==> config.mk <==
export PLATFORM = sky130hd
export DESIGN_NAME = turn_signal_input_conditioner
export DESIGN_NICKNAME = d
export VERILOG_FILES = /design/src/rtl/turn_signal_input_conditioner.sv
export SDC_FILE = /design/constraint.sdc
export NUM_CORES = 1
export LEC_CHECK = 0
export CELL_PAD_IN_SITES_DETAIL_PLACEMENT = 1
export CELL_PAD_IN_SITES_GLOBAL_PLACEMENT = 1
export CORE_UTILIZATION = 42
export DETAILED_ROUTE_END_ITERATION = 8
export GPL_TIMING_DRIVEN = 0
export PLACE_DENSITY_LB_ADDON = 0.1
export SETUP_SLACK_MARGIN = 0.02
export SYNTH_ARGS = -nofsm -noshare
export SYNTH_HDL_FRONTEND = slang
export SYNTH_SLANG_ARGS = --single-unit
==> constraint.sdc <==
create_clock -name clk -period 1.8 [get_ports clk]
set_input_delay 0.36 -clock clk [delete_from_list [all_inputs] [get_ports clk]]
set_output_delay 0.36 -clock clk [all_outputs]
set_load 0.02 [all_outputs]
==> src/rtl/turn_signal_input_conditioner.sv <==
`default_nettype none
// ============================================================================
// Module      : turn_signal_input_conditioner
// Description : Synchronises and debounces the raw left/right/hazard switches,
//               encodes them into the tail-light sequencer's (hazard, left,
//               right) request code and generates the animation step pulse.
// Revision    : 1.0 - initial release
// ============================================================================
module turn_signal_input_conditioner #(
  parameter int DEBOUNCE_CYCLES = 4,
  parameter int STEP_DIV        = 8
) (
  input  logic clk,
  input  logic reset,
  input  logic sw_left,
  input  logic sw_right,
  input  logic sw_hazard,
  output logic hazard,
  output logic left,
  output logic right,
  output logic step
);

  localparam int c_DB_W = $clog2(DEBOUNCE_CYCLES) + 1;
  localparam int c_ST_W = $clog2(STEP_DIV);
  localparam logic [c_DB_W-1:0] c_DB_LAST = c_DB_W'(DEBOUNCE_CYCLES - 1);
  localparam logic [c_ST_W-1:0] c_ST_LAST = c_ST_W'(STEP_DIV - 1);

  // Bit order for the per-switch vectors: 0 = left, 1 = right, 2 = hazard.
  logic [2:0] w_raw;
  logic [2:0] r_sync1;
  logic [2:0] r_sync2;
  logic [2:0] w_db;

  logic [2:0] w_code;
  logic [2:0] r_code;

  logic [c_ST_W-1:0] r_step_cnt;
  logic              r_step;

  assign w_raw = {sw_hazard, sw_right, sw_left};

  // Two-flop synchroniser for all three asynchronous switch inputs.
  always_ff @(posedge clk) begin
    if (reset) begin
      r_sync1 <= 3'b000;
      r_sync2 <= 3'b000;
    end else begin
      r_sync1 <= w_raw;
      r_sync2 <= r_sync1;
    end
  end

  genvar gi;
  generate
    for (gi = 0; gi < 3; gi++) begin : g_debounce
      logic [c_DB_W-1:0] r_cnt;
      logic              r_db;

      // Accept a new level only after it has differed from the current one
      // for DEBOUNCE_CYCLES consecutive synchronised cycles.
      always_ff @(posedge clk) begin
        if (reset) begin
          r_cnt <= '0;
          r_db  <= 1'b0;
        end else if (r_sync2[gi] == r_db) begin
          r_cnt <= '0;
        end else if (r_cnt == c_DB_LAST) begin
          r_db  <= r_sync2[gi];
          r_cnt <= '0;
        end else begin
          r_cnt <= r_cnt + 1'b1;
        end
      end

      assign w_db[gi] = r_db;
    end
  endgenerate

  // Both turn switches together are treated as a hazard request, so only
  // the codes 000, 010, 011 and 100 can ever be produced.
  always_comb begin
    w_code    = 3'b000;
    w_code[2] = w_db[2] | (w_db[0] & w_db[1]);
    w_code[1] = ~w_code[2] & (w_db[0] | w_db[1]);
    w_code[0] = ~w_code[2] & w_db[1];
  end

  // Encoded request register, one edge behind the debounced levels.
  always_ff @(posedge clk) begin
    if (reset) begin
      r_code <= 3'b000;
    end else begin
      r_code <= w_code;
    end
  end

  // Free-running step divider; a change of request code restarts the period
  // so a new pattern always begins with a full step interval.
  always_ff @(posedge clk) begin
    if (reset) begin
      r_step_cnt <= '0;
      r_step     <= 1'b0;
    end else if (w_code != r_code) begin
      r_step_cnt <= '0;
      r_step     <= 1'b0;
    end else if (r_step_cnt == c_ST_LAST) begin
      r_step_cnt <= '0;
      r_step     <= 1'b1;
    end else begin
      r_step_cnt <= r_step_cnt + 1'b1;
      r_step     <= 1'b0;
    end
  end

  assign hazard = r_code[2];
  assign left   = r_code[1];
  assign right  = r_code[0];
  assign step   = r_step;

endmodule
`default_nettype wire

; ---- Word-level counts from Yosys, hierarchy flattened
; Index checks and enable logic that the tools add are counted.
[totals]
wordCells = 41
ff_bits = 25
inputBits = 5
[classes]
add_sub_neg = 4
n_bitwise = 9
reduce_logical = 8
mux = 1
eq_ne = 8
[op_table]
columns = op, count
row1 = adder 3 x 1 -> 3 bit (second input constant), 4
row2 = OR reduction 3 bit, 4
row3 = == test 3 x 2 -> 1 bit (second input constant), 3
row4 = AND reduction 2 bit, 3
row5 = inverter 1 bit, 4
row6 = AND 1 bit, 3
row7 = == test 1 bit, 3
row8 = == test 3 bit (second input constant), 1
row9 = != test 3 bit, 1
row10 = bitwise OR 1 bit, 2
row11 = OR reduction 2 bit, 1
row12 = two-way mux 1 bit, 1

; ---- Depth between registers and ports, before layout
[logic_depth]
depth_word = 6
ltp_mapped = 5

; ---- Least setup slack after synthesis
; No wires, ideal clock.
[synth_timing]
kind = reg2reg
startpoint = register g_debounce[1].r_db
endpoint = register r_step (netlist: step)
setup_slack_ns = 0.531
stages_incl_launch_ff = 5
n_path_buf = 0
t_arrival_ns = 1.181
required_time_ns = 1.713
cell_sequence = dfxtp_1 nor2b_2 a21oi_1 o32a_4 nor4b_2
[synth_via]
elab_chain_cells = 6
word_cells_on_any_way = 8
classes_between = eq/ne (1) / bitwise (6) / reduce/logical (1)
[synth_rtl]
columns = item, line
row1 = from (decl), 58  ; logic r_db;
row2 = from (signal assigned), 69  ; r_db <= r_sync2[gi];
row3 = AND 1 bit, 84  ; w_code[2] = w_db[2] | (w_db[0] & w_db[1]);
row4 = bitwise OR 1 bit, 84
row5 = inverter 1 bit, "85, 86"
row6 = "AND 1 bit, on equally long branches", "86, 85"
row7 = != test 3 bit *, 104  ; end else if (w_code != r_code) begin
row8 = OR reduction 2 bit (no line) *, --
row9 = to (signal assigned), 103  ; r_step <= 1'b0;
row10 = to (signal assigned), 106  ; r_step <= 1'b0;
row11 = to (signal assigned), 109  ; r_step <= 1'b1;
row12 = to (decl), 39  ; logic r_step;
; Mark *: on every way between the ends. The rest lies on a longest branch, timed or not.
; A chain may end at the register's enable or synchronous reset.

; ---- Worst setup path in the final report
[layout_timing]
startpoint = register r_code[0]
endpoint = output port right
[layout_lines]
columns = item, line
row1 = from (decl), 36  ; logic [2:0] r_code;
row2 = from (signal assigned), 94  ; r_code <= w_code;
row3 = to (decl), 20  ; output logic right,
; No word-level cell between the ends.

==> run metrics <==
share of cells above drive strength 1 7.00%; placed cells 123; Slew Viols, Final 0; clk_skew 2.63 ps; peak supply drop 425 uV; num rows 16; Internal 0.000675 W; clk_lat worst skew 300 ps; Critical Path RT 1440 ps; H-tree depth 1; number of global-route vias before repair 628; total die area 2400 um^2; Num CTS Buffers 3; post-route ant nets 0; status complete, no violations; Hold-fix buffers, CTS 0; Post-Layout Cell Count 127; final net count 114; crit-path cells clkdlybuf4s50_1; Pre-Repair DR Iteration Count 2; core area 2020 um^2; #FFs+latches synth 25; final setup vio count 0; Root Buffer clkbuf_4; First DRT Iteration DRCs 2; drt wl/cell 11.4 um; CP Class flip-flop to output port; first-pass GRT wire length about 2700 um; CP Launch Type flip-flop; CP Max Fanout 4; syn_area_per_cell 10.5 um^2; via/cell ratio just under 5; total track usage 15.1%; synthesized instance count 88; Final Hold Vio Count 0; PD cells 798 nW/um^2; CP endpoint kind output port; I/O pins 9; TritonCTS clock tree built; maximum clock frequency between 600 and 700 MHz; sequential share of power 67.5%; clk buf depth 2; Top delay family on crit path buffers and inverters; clock group share of total power 27.9%; Comb pwr share 4.6%; Seq/Total Area, Yosys between 50% and 60%; switching power 0.000176 W; Sw Share 20.7%; die height 49.0 um; Worst-path clk slew around 130 ps; via count 617; DRC 0; dpl hpwl 1130 um; min Tclk post-route around 1700 ps; port bufs 8; RSZ-0062 raised after global routing false; DRT Wirelength between 1000 and 1500 um; FILL cells 219; WP buf/inv 1; max incr delay on CP 620 ps; Remaining Overflow, GRT 0; initial antenna violation count 0; syn nets 101; Worst R2R Setup Slack just over 400 ps; Die Width 49.0 um; total negative slack 0 ps; pin count of the biggest net entering global routing 14; area growth from synthesis to layout 15.1%; final hold slack between 400 and 500 ps; ANT cells 0; Synth cell types 19; effective utilization at floorplan about 46%; Worst EP arrival between 1000 and 1500 ps; CTS Sinks 25; maxcap violations 0; Slew HR between 60% and 70%; Worst-Margin Slew 461 ps; Yosys warning total 0; hold crit path type flip-flop to flip-flop; Post-CTS Setup Inserts 0; Lkg Pwr 0.427 nW; mapped cell area 926 um^2; Worst path slowest cell clkdlybuf4s50_1; routability cong. 0.665; post-cts sizing count 0; final period utilization 92.6%
## cell families (layout without fill, tap and decap cells)
logic type	Yosys count	after routing	share of synthesized area, %
and+or+nand+nor	36	36	20.3
DFF	25	25	54.1
adders and majority gates	8	8	10.8
xor gates and xnor gates	5	5	4.73
muxes	3	3	3.24
AOI/OAI and AO/OA	3	3	3.51
buffers and inverters	8	20	3.38
## flip-flops by register name, indices dropped and copies added, names as in the netlist
| name | flops |
|---|---|
| g_debounce.r_cnt | 9 |
| r_code | 3 |
| g_debounce.r_db | 3 |
| r_sync1 | 3 |
| step | 1 |
| r_step_cnt | 3 |
| r_sync2 | 3 |
## area by class of cell
cell class | instances | area [um^2] | share of cell area [%]
Clock buffer | 4 | 26.3 | 2.46
Sequential cell | 25 | 500 | 46.9
Timing Repair Buffer | 8 | 80.1 | 7.51
Inverter | 6 | 22.5 | 2.11
Multi-Input combinational cell | 55 | 394 | 37.0
Tap cell | 27 | 33.8 | 3.17
Buffer | 2 | 8.76 | 0.822
## final timing paths
check | end | startpoint | cells past startpoint
setup reg to reg | step | g_debounce[1].r_db | 4
setup / recovery | right | r_code[0] | 1
hold / removal | g_debounce[2].r_cnt[0] | g_debounce[2].r_cnt[0] | 1
hold reg to reg | g_debounce[2].r_cnt[0] | g_debounce[2].r_cnt[0] | 1
## through the flow
step	utilization, %	area [um^2]	setup WS [ps]	power (W)
after floorplan	-	926	531	0.000607
after global placement	51.4	1040	98.5	0.000622
after detailed placement	51.4	1040	72.1	0.000627
after CTS	52.7	1070	110	0.000868
after global routing	52.7	1070	58.3	0.000900
final	52.7	1070	133	0.000851
## placed cells by master, fill, tap and decap left out
cell and count:
xor2_1 1, clkbuf_4 3, nor2b_1 6, nand2b_1 1
nor2_1 16, nor4b_2 1, buf_2 1, nor2b_2 1
nor3b_1 1, o32a_4 1, nand2_1 2, clkbuf_1 2
dfxtp_1 25, xnor2_1 4, inv_1 6, a21oi_1 2
nor3_1 4, clkdlybuf4s50_1 8, or3_1 4, ha_1 8
mux2i_1 3
## synthesized netlist by cell type
library cell	instances	share of area [%]
dfxtp_1	25	54
nor2_1	16	6.5
ha_1	8	11
inv_1	6	2.4
nor2b_1	6	4.1
nor3_1	4	2.2
or3_1	4	2.7
xnor2_1	4	3.8
mux2i_1	3	3.2
a21oi_1	2	1.1
nand2_1	2	0.81
buf_2	1	0.54
clkbuf_1	1	0.41
nand2b_1	1	0.68
nor2b_2	1	0.95
nor3b_1	1	0.81
nor4b_2	1	1.6
o32a_4	1	2.4
xor2_1	1	0.95
## power by group through the flow
stage	registers, W	clock network [W]	logic (W)
floorplan	0.000585	0	0.0000222
global placement	0.000585	0	0.0000363
detailed placement	0.000587	0	0.0000402
CTS	0.000575	0.000253	0.0000403
global route	0.000577	0.000277	0.0000460
finish	0.000574	0.000237	0.0000395
## routing by layer
| layer | up-vias | track usage [%] | routed length [um] |
|---|---|---|---|
| met5 | - | 0 | 0 |
| met4 | 0 | 4.41 | 12 |
| met3 | 2 | 3.74 | 33 |
| met2 | 7 | 27.5 | 755 |
| met1 | 298 | 17.2 | 649 |
| li1 | 310 | - | - |
No activity file was read; power rests on OpenSTA's default activity.
